`src/rtl/touch_pad_emulator_pkg.sv`:
```
// ============================================================================
// Module : touch_pkg
// Brief  : Shared states, parameter defaults and mode encodings for the
//          touch pad emulator.
// Rev    : 1.0  initial release
// ============================================================================
`default_nettype none

package touch_pkg;

   typedef enum logic [1:0] {
      IDLE      = 2'd0,
      EDGE_UP   = 2'd1,
      HELD      = 2'd2,
      EDGE_DOWN = 2'd3
   } touch_state_e;

   localparam int DEF_BOUNCE_HALF     = 4;
   localparam int DEF_BOUNCE_GLITCHES = 2;
   localparam int DEF_HOLD_W          = 16;

   localparam int BOUNCE_CNT_W = 8;
   localparam int TRANS_CNT_W  = 5;

   localparam logic MODE_MOMENTARY = 1'b0;
   localparam logic MODE_TOGGLE    = 1'b1;

endpackage

`default_nettype wire

```
`src/rtl/touch_pad_emulator_bounce_gen.sv`:
```
// ============================================================================
// Module : touch_bounce_gen
// Brief  : Produces one bouncing edge: 2*BOUNCE_GLITCHES+1 transitions spaced
//          BOUNCE_HALF cycles apart, settling on target_level.
// Rev    : 1.0  initial release
// ============================================================================
`default_nettype none

module touch_bounce_gen
   import touch_pkg::*;
#(
   parameter int BOUNCE_HALF     = DEF_BOUNCE_HALF,
   parameter int BOUNCE_GLITCHES = DEF_BOUNCE_GLITCHES
)(
   input  logic clk,
   input  logic rst_n,
   input  logic clear,
   input  logic start,
   input  logic target_level,
   output logic line,
   output logic finished
);

   localparam logic [BOUNCE_CNT_W-1:0] HALF_M1 = BOUNCE_CNT_W'(BOUNCE_HALF - 1);
   localparam logic [TRANS_CNT_W-1:0]  EXTRA   = TRANS_CNT_W'(2 * BOUNCE_GLITCHES);

   logic                    active_q;
   logic                    line_q;
   logic                    finished_q;
   logic [BOUNCE_CNT_W-1:0] bcnt_q;
   logic [TRANS_CNT_W-1:0]  tcnt_q;

   always_ff @(posedge clk or negedge rst_n) begin
      if (!rst_n) begin
         active_q   <= 1'b0;
         line_q     <= 1'b0;
         finished_q <= 1'b0;
         bcnt_q     <= '0;
         tcnt_q     <= '0;
      end else begin
         finished_q <= 1'b0;
         if (clear) begin
            active_q <= 1'b0;
            line_q   <= 1'b0;
            bcnt_q   <= '0;
            tcnt_q   <= '0;
         end else if (start) begin
            // First transition lands on the target; the glitches then toggle
            // an even number of times so the line settles back on it.
            line_q     <= target_level;
            bcnt_q     <= HALF_M1;
            tcnt_q     <= EXTRA;
            active_q   <= (EXTRA != '0);
            finished_q <= (EXTRA == '0);
         end else if (active_q) begin
            if (bcnt_q != '0) begin
               bcnt_q <= bcnt_q - 1'b1;
            end else begin
               line_q <= ~line_q;
               bcnt_q <= HALF_M1;
               tcnt_q <= tcnt_q - 1'b1;
               if (tcnt_q == TRANS_CNT_W'(1)) begin
                  active_q   <= 1'b0;
                  finished_q <= 1'b1;
               end
            end
         end
      end
   end

   assign line     = line_q;
   assign finished = finished_q;

endmodule

`default_nettype wire

```
`src/rtl/touch_pad_emulator.sv`:
```
// ============================================================================
// Module : touch_pad_emulator
// Brief  : Emulates a bouncing momentary or latching touch pad on request.
// Rev    : 1.0  initial release
// ============================================================================
`default_nettype none

module touch_pad_emulator
   import touch_pkg::*;
#(
   parameter int BOUNCE_HALF     = DEF_BOUNCE_HALF,
   parameter int BOUNCE_GLITCHES = DEF_BOUNCE_GLITCHES,
   parameter int HOLD_W          = DEF_HOLD_W
)(
   input  logic              clk,
   input  logic              rst_n,
   input  logic              press_req,
   input  logic              toggle_mode,
   input  logic [HOLD_W-1:0] hold_len,
   input  logic              abort,
   output logic              touch_signal,
   output logic              busy,
   output logic              done
);

   touch_state_e      state_q;
   logic              toggle_q;
   logic [HOLD_W-1:0] hold_len_q;
   logic [HOLD_W-1:0] hold_q;
   logic              busy_q;
   logic              done_q;

   logic              bounce_start;
   logic              bounce_target;
   logic              bounce_line;
   logic              bounce_finished;
   logic              hold_short;

   // A hold of 0 or 1 starts the down edge straight from the up-edge finish.
   assign hold_short = (hold_len_q <= HOLD_W'(1));

   always_comb begin
      bounce_start  = 1'b0;
      bounce_target = 1'b1;
      if (!abort) begin
         case (state_q)
            IDLE: begin
               if (press_req) begin
                  bounce_start  = 1'b1;
                  bounce_target = !((toggle_mode == MODE_TOGGLE) && bounce_line);
               end
            end
            EDGE_UP: begin
               if (bounce_finished && (toggle_q == MODE_MOMENTARY) && hold_short) begin
                  bounce_start  = 1'b1;
                  bounce_target = 1'b0;
               end
            end
            HELD: begin
               if (hold_q == '0) begin
                  bounce_start  = 1'b1;
                  bounce_target = 1'b0;
               end
            end
            default: begin
            end
         endcase
      end
   end

   always_ff @(posedge clk or negedge rst_n) begin
      if (!rst_n) begin
         state_q    <= IDLE;
         toggle_q   <= 1'b0;
         hold_len_q <= '0;
         hold_q     <= '0;
         busy_q     <= 1'b0;
         done_q     <= 1'b0;
      end else begin
         done_q <= 1'b0;
         if (abort) begin
            state_q <= IDLE;
            busy_q  <= 1'b0;
            hold_q  <= '0;
         end else begin
            case (state_q)
               IDLE: begin
                  if (press_req) begin
                     toggle_q   <= toggle_mode;
                     hold_len_q <= hold_len;
                     busy_q     <= 1'b1;
                     if ((toggle_mode == MODE_TOGGLE) && bounce_line)
                        state_q <= EDGE_DOWN;
                     else
                        state_q <= EDGE_UP;
                  end
               end
               EDGE_UP: begin
                  if (bounce_finished) begin
                     if (toggle_q == MODE_TOGGLE) begin
                        done_q  <= 1'b1;
                        busy_q  <= 1'b0;
                        state_q <= IDLE;
                     end else if (hold_short) begin
                        state_q <= EDGE_DOWN;
                     end else begin
                        // The finish cycle is the first plateau cycle, and the
                        // last HELD cycle launches the down edge.
                        hold_q  <= hold_len_q - HOLD_W'(2);
                        state_q <= HELD;
                     end
                  end
               end
               HELD: begin
                  if (hold_q == '0)
                     state_q <= EDGE_DOWN;
                  else
                     hold_q <= hold_q - 1'b1;
               end
               EDGE_DOWN: begin
                  if (bounce_finished) begin
                     done_q  <= 1'b1;
                     busy_q  <= 1'b0;
                     state_q <= IDLE;
                  end
               end
               default: state_q <= IDLE;
            endcase
         end
      end
   end

   touch_bounce_gen #(
      .BOUNCE_HALF     (BOUNCE_HALF),
      .BOUNCE_GLITCHES (BOUNCE_GLITCHES)
   ) u_bounce (
      .clk          (clk),
      .rst_n        (rst_n),
      .clear        (abort),
      .start        (bounce_start),
      .target_level (bounce_target),
      .line         (bounce_line),
      .finished     (bounce_finished)
   );

   assign touch_signal = bounce_line;
   assign busy         = busy_q;
   assign done         = done_q;

endmodule

`default_nettype wire

```
`config.mk`:
```
export PLATFORM = sky130hd
export DESIGN_NAME = touch_pad_emulator
export DESIGN_NICKNAME = d
export VERILOG_FILES = /design/src/rtl/touch_pad_emulator_pkg.sv /design/src/rtl/touch_pad_emulator_bounce_gen.sv /design/src/rtl/touch_pad_emulator.sv
export SDC_FILE = /design/constraint.sdc
export NUM_CORES = 1
export LEC_CHECK = 0
export ABC_AREA = 1
export BUFFER_PORTS_ARGS = -buffer_cell sky130_fd_sc_hd__buf_2
export CAP_MARGIN = 20
export CORE_UTILIZATION = 66
export CTS_CLUSTER_DIAMETER = 150
export CTS_CLUSTER_SIZE = 12
export DETAILED_ROUTE_END_ITERATION = 8
export PLACE_DENSITY = 0.88
export REMOVE_ABC_BUFFERS = 1
export SETUP_SLACK_MARGIN = 0.5
export SYNTH_ARGS = -nofsm -noshare
export SYNTH_HDL_FRONTEND = slang
export SYNTH_HIERARCHICAL = 1
export SYNTH_SLANG_ARGS = --single-unit
```
`constraint.sdc`:
```
create_clock -name clk -period 5.6 [get_ports clk]
set_input_delay 0.28 -clock clk [delete_from_list [all_inputs] [get_ports clk]]
set_output_delay 0.28 -clock clk [all_outputs]
set_load 0.1 [all_outputs]
```
==> results of run 1 <==
[logic make-up after synthesis]
logic type | count (synthesis) | synth area share [%]
and+or+nand+nor | 300 | 38.3
buffers and inverters | 70 | 8.38
AOI/OAI and AO/OA | 61 | 10.2
DFF | 53 | 37.8
muxes | 6 | 1.93
adders and majority gates | 6 | 2.14
xor gates and xnor gates | 5 | 1.25
[through the flow]
| step | instances | instance area [um2] | total power [W] |
|---|---|---|---|
| final | 592 | 3730 | 0.00208 |
| after global placement | 585 | 3650 | 0.00181 |
| after CTS | 592 | 3730 | 0.00207 |
| after floorplan | 491 | 3440 | 0.00159 |
| after detailed placement | 585 | 3650 | 0.00185 |
| after global routing | 592 | 3730 | 0.00226 |
[routing by layer]
metal / vias to the layer above / routed length, um / track usage, %
li1: 1625 / - / -
met3: 12 / 366 / 4.82
met1: 1515 / 3600 / 41.8
met5: - / 0 / 0
met2: 91 / 3790 / 47.3
met4: 0 / 97 / 9.01
[worst max path at each step]
stage                                endpoint                   start  cells past startpoint  slack (ns)
6_report       u_bounce/bcnt_q[0]$_DFFE_PN0P_  state_q[0]$_DFFE_PN0P_                     12        3.23
5_1_grt             u_bounce/line$_DFFE_PN0P_   hold_q[0]$_DFFE_PN0P_                     13        3.06
4_1_cts        u_bounce/bcnt_q[0]$_DFFE_PN0P_  state_q[0]$_DFFE_PN0P_                     12        3.25
3_5_place_dp        hold_len_q[4]$_DFFE_PN0P_                   abort                      4        2.99
3_3_place_gp        hold_len_q[4]$_DFFE_PN0P_                   abort                      4        3.09
2_1_floorplan       u_bounce/line$_DFFE_PN0P_   hold_q[0]$_DFFE_PN0P_                     13        3.65
[final cells by class]
cell class | count | area share [%]
inverter | 60 | 6.10
clock inverter | 1 | 0.235
tap | 70 | 2.35
sequential | 53 | 35.5
clock buffer | 6 | 1.94
timing repair buffer | 24 | 3.29
multi-input combinational | 378 | 50.6
[Yosys cell counts (4+ instances only)]
library cell,n
nor2_2,4
nor2_4,7
nand4_1,4
nor2_1,82
o21ai_0,19
nand2_2,6
nor3_1,6
nand2_1,135
mux2_1,5
nand3_1,47
o21ai_1,9
inv_1,55
ha_1,6
o21ai_2,6
dfrtp_1,53
nand2_4,4
a21oi_1,20
buf_2,5
[power by group]
| part | switching (W) | internal [W] |
|---|---|---|
| logic | 0.000775 | 0.000387 |
| clock network | 0.000125 | 0.0000869 |
| registers | 0.000163 | 0.000543 |
[sequential cells by signal, indices dropped and copies added (netlist names)]
| signal | cells |
|---|---|
| busy | 1 |
| done | 1 |
| hold_len_q | 16 |
| hold_q | 16 |
| state_q | 2 |
| toggle_q | 1 |
| u_bounce/active_q | 1 |
| u_bounce/bcnt_q | 8 |
| u_bounce/finished | 1 |
| u_bounce/line | 1 |
| u_bounce/tcnt_q | 5 |
==> run_results.csv, run 1 <==
group,metric,value,unit
yosys,yosys.area.top_type,"dfrtp_1",
floorplan,rows,26,
place,place_congestion,0.886,
final_layout,fillers,431,
sta,hold_ws,0.0729,ns
critical_path,r2r_setup_slack,3.23,ns
critical_path,cp.buffers_inverters,3,
floorplan,top_level_ports,24,
floorplan,die-area,0.00561,mm2
critical_path,worstSetupPathType,"register to register",
critical_path,max_stage_delay,0.46,ns
routing,wirelength,7850,um
clocking,worstSkewPairLatency,0.31,ns
sta,final.setup.worst_slack,3.23,ns
grt,grt_use_total,29.7,%
grt,grt-ovfl-total,0,
sta,post-route-period-util,42.3,%
yosys,synth_area,0.00351,mm2
power,p_leak,1.86,nW
routing,vias,3243,
sta,rsz0062_at_grt,"no",
final_layout,multi_input_area,0.00189,mm2
sta,max_freq,422,MHz
final_layout,final_cell_mix,"nand2_1 (135), nor2_1 (82), inv_1 (55)",
clocking,ctsResizeCount,0,
yosys,synth.distinct_cells,35,
floorplan,start_util,68.7,%
floorplan,fp.dieH,74.9,um
sta,slew_violations,0,
critical_path,reg2reg_from,"state_q[0]$_DFFE_PN0P_",
power,peakVddDrop,0.000291,V
routing,wl_per_cell,13.3,um
floorplan,fp.coreArea,0.00511,mm2
routing,ant_nets,0,
clocking,cts.path.max_buffers,2,
final_layout,layout_commonest_cell,"nand2_1",
yosys,syn_area_per_cell,7.00,um2
power,p_per_area,557,mW/mm2
yosys,postSynthCellCount,501,
yosys,synth_area_leaders,"dfrtp_1 (38%), nand2_1 (14%), nor2_1 (8.8%)",
grt,grt_pass1_wl,12500,um
place,portBuffers,23,
routing,drt_iter0_markers,307,
sta,worst_pin_slew,1.00,ns
routing,first_pass_iters,5,
clocking,cts_sinks,53,
final_layout,register_area,0.00133,mm2
critical_path,crit_arrival,2.57,ns
outcome,outcome,"finished clean",
grt,grt_max_degree,54,
yosys,yosys_warnings,6,
clocking,cts_buffers,5,
yosys,synth.yosys.seq_area_share,37.8,%
final_layout,drive_gt1_share,12.5,%
critical_path,slowest_stage,"dfrtp_1",
clocking,clk_pin_slew,0.10,ns
critical_path,start_kind,"register",
clocking,htreeDepth,2,
sta,max_slew_margin,33.0,%
critical_path,path_cells,"inv_2, nand2_2, inv_2, nand2_2, nand2_1, nor2_1, nor2_4, nand2_8, inv_4, nor2_2, o21ai_1, o21ai_1",
sta,fin_skew,0.0109,ns
critical_path,rr_worst_depth,12,
clocking,cts_hold_buf,0,
critical_path,r2r_end,"u_bounce/bcnt_q[0]$_DFFE_PN0P_",
final_layout,area_growth,6.42,%
critical_path,endpoint_kind,"register",
routing,viasPerCell,5.48,
final_layout,final_nets,549,
yosys,synth_top_cell_area_share,37.8,%
clocking,root_buffer,"clkbuf_8",
routing,drc_errors,0,
sta,tns,0,ns
critical_path,crit_family,"simple AND/OR/NAND/NOR gates",
sta,finalSetupViolCount,0,
sta,hold_viol_final,0,
grt,antenna_found_initial,0,
grt,grt_pass1_vias,2768,
yosys,synth_edf_count,0,
floorplan,die_w,74.9,um
yosys,async_reset_ff_share,100,%
place,hpwl,5800,um
flow_run,drv_cap,0,
clocking,cts_tree,"built",
place,place_ws,2.99,ns
final_layout,fin_util,73.1,%
min_path,min_path_type,"input pin to async pin",
critical_path,cp_max_fo,18,
clocking,post-cts-setup-buffers,0,
sta,fin_crit,2.37,ns
critical_path,crit_required,5.80,ns
yosys,ys_ff_latch,53,
final_layout,num_antenna_cells,0,
yosys,synth_flop_cell,"dfrtp_1",
Note: power is estimated with default switching activity, not from simulation.
==> inputs of run 2 (changes only) <==
Settings changed: CORE_UTILIZATION 66 to 55, PLACE_DENSITY 0.88 to 0.78.
Clock period 5.6 ns to 2.1 ns, I/O delays scaled along.
==> run 2 against run 1 <==
Combinational power increased to 3.6 times the previous value; hold slack got worse by 0.060 ns; first-iteration DRC count increased by 18%; register-to-register slack got worse by 3.2 ns; critical path type unchanged; flip-flop and latch count unchanged; die area increased by 19%; count of clock-buffer cells in the layout increased by 1; via count increased by 11%; non-clock buffer count increased by 56; largest cell class unchanged; worst setup slack got worse by 3.2 ns.
==> run_results.csv, run 2 (synthesis gave the netlist of run 1 again) <==
group,metric,value,unit
final_layout,drive_gt1_share,27.9,%
routing,ant_nets,0,
grt,grt.met1_usage,41.0,%
clocking,cts_buffers,5,
critical_path,worstSetupPathType,"register to register",
floorplan,rows,28,
grt,grt_pass1_vias,3138,
critical_path,path_cells,"inv_2, ha_4, nand2_4, nor2_4, nand3b_1, nand2_2, nand2_4, nor2_4, nor2_4, buf_12, buf_4, nand2_4, nand4_1, nand2_1, nor2_1",
place,dp_cells,602,
grt,grt_busiest_layer,"met2",
power,combPwrFrac,62.2,%
floorplan,start_util,58.2,%
final_layout,area_growth,27.6,%
sta,max_freq,494,MHz
place,placed_cell_area,0.00376,mm2
critical_path,crit_family,"simple AND/OR/NAND/NOR gates",
final_layout,layout_commonest_cell,"nand2_1",
power,p_leak,2.20,nW
power,pwr-share-seq,27.1,%
sta,hold_ws,0.0128,ns
routing,wl_per_cell,14.7,um
clocking,cts_sinks,53,
routing,drc_errors,0,
sta,max_slew_margin,65.3,%
routing,first_pass_iters,5,
grt,grt_use_met3,4.78,%
critical_path,slowest_stage,"dfrtp_1",
routing,wirelength,9650,um
floorplan,fp.coreArea,0.00603,mm2
critical_path,max_stage_delay,0.41,ns
floorplan,die_w,81.9,um
critical_path,cp_max_fo,5,
outcome,outcome,"finished clean",
routing,drt_iter0_markers,362,
final_layout,num_antenna_cells,0,
critical_path,crit_required,2.31,ns
routing,viasPerCell,5.51,
floorplan,top_level_ports,24,
clocking,worstSkewPairLatency,0.31,ns
clocking,htreeDepth,2,
power,power.internal,0.00352,W
power,switching_share,48.2,%
critical_path,endpoint_kind,"register",
sta,fin_crit,2.03,ns
sta,slew_violations,0,
sta,post-route-period-util,96.5,%
clocking,root_buffer,"clkbuf_8",
clocking,clk_pin_slew,0.10,ns
clocking,cts.path.max_buffers,2,
final_layout,final_cell_mix,"nand2_1 (122), nor2_1 (69), dfrtp_1 (52)",
sta,rsz0062_at_grt,"yes",
final_layout,final_nets,607,
power,p_clk_share,10.7,%
final_layout,final_area,0.00448,mm2
critical_path,start_kind,"register",
place,hpwl,5920,um
power,peakVddDrop,0.000811,V
power,p_switching,0.00328,W
sta,hold_viol_final,0,
grt,grt_use_total,29.2,%
sta,finalSetupViolCount,0,
place,portBuffers,23,
critical_path,crit_arrival,2.23,ns
final_layout,largestRegisters,"hold_len_q: 16 flops, hold_q: 16 flops, u_bounce/bcnt_q: 8 flops",
sta,tns,0,ns
grt,grt-ovfl-total,0,
grt,grt_pass1_wl,14800,um
grt,antenna_found_initial,0,
clocking,cts_tree,"built",
critical_path,cp.buffers_inverters,3,
final_layout,fillers,440,
routing,vias,3615,
min_path,min_path_type,"input pin to register",
grt,grt_max_degree,34,
sta,fin_skew,0.0140,ns
power,p_per_area,1520,mW/mm2
grt,met2_usage,47.0,%
floorplan,fp.dieH,81.9,um
final_layout,fin_util,74.3,%
sta,worst_pin_slew,0.520,ns
place,place_congestion,0.937,
final_layout,instances_no_fill,656,
floorplan,die-area,0.00670,mm2
flow_run,drv_cap,0,
run 2: cell types whose count changed in the layout (fill, tap and decap cells not counted), moves of 5 or more:
| cell | before | now |
|---|---|---|
| buf_4 | 1 | 48 |
| nor2_4 | 7 | 14 |
| nor2_2 | 4 | 10 |
| nand2_1 | 135 | 122 |
| inv_1 | 55 | 50 |
| nand2_2 | 6 | 16 |
| nor2_1 | 82 | 69 |
run 2: layout make-up:
| cell class | instances | area (um2) | share of cell area (%) |
|---|---|---|---|
| sequential | 53 | 1330 | 29.7 |
| multi-input combinational | 379 | 2080 | 46.5 |
| timing repair buffer | 80 | 612 | 13.7 |
| timing repair inverter | 1 | 6.26 | 0.140 |
| inverter | 60 | 238 | 5.31 |
| clock buffer | 7 | 86.3 | 1.93 |
| clock inverter | 1 | 30.0 | 0.671 |
| tap | 75 | 93.8 | 2.10 |
run 2: repair_timing:
item,CTS,global route
setup endpoints to repair,32,39
buffers inserted,25,16
resized for setup,42,25
endpoints found under the hold margin,20,1
gates cloned,3,0
hold buffers,1,1
pin swaps,18,17
run 2: worst paths after layout:
kind,end,startpoint,cells after the start,slack (ns)
setup / recovery,u_bounce/bcnt_q[5]$_DFFE_PN0P_,hold_q[0]$_DFFE_PN0P_,15,0.07
hold / removal,hold_len_q[13]$_DFFE_PN0P_,hold_len[13],2,0.01
setup reg to reg,u_bounce/bcnt_q[5]$_DFFE_PN0P_,hold_q[0]$_DFFE_PN0P_,15,0.07
hold reg to reg,hold_len_q[0]$_DFFE_PN0P_,hold_len_q[0]$_DFFE_PN0P_,1,0.51
max in group asynchronous,hold_q[2]$_DFFE_PN0P_,rst_n,3,1.24
min in group asynchronous,hold_q[12]$_DFFE_PN0P_,rst_n,2,0.29
run 2: power groups by stage:
stage                     clock, W  sequential, W  combinational (W)
after floorplan                  0        0.00190            0.00235
after global placement           0        0.00187            0.00312
after detailed placement         0        0.00189            0.00322
after CTS                 0.000736        0.00180            0.00372
after global routing      0.000777        0.00189            0.00462
final                     0.000731        0.00184            0.00423
run 2: per-layer routing:
| layer | vias up | wire (um) |
|---|---|---|
| met5 | - | 0 |
| met4 | 0 | 150 |
| met3 | 16 | 680 |
| met2 | 176 | 4660 |
| met1 | 1663 | 4160 |
| li1 | 1760 | - |
run 2: per-stage QoR:
stage          total power [W]  worst slack (ns)
3_3_place_gp           0.00499             0.103
5_1_grt                0.00728           -0.0546
6_report               0.00681            0.0740
4_1_cts                0.00626             0.223
2_1_floorplan          0.00425             0.147
3_5_place_dp           0.00511            0.0202
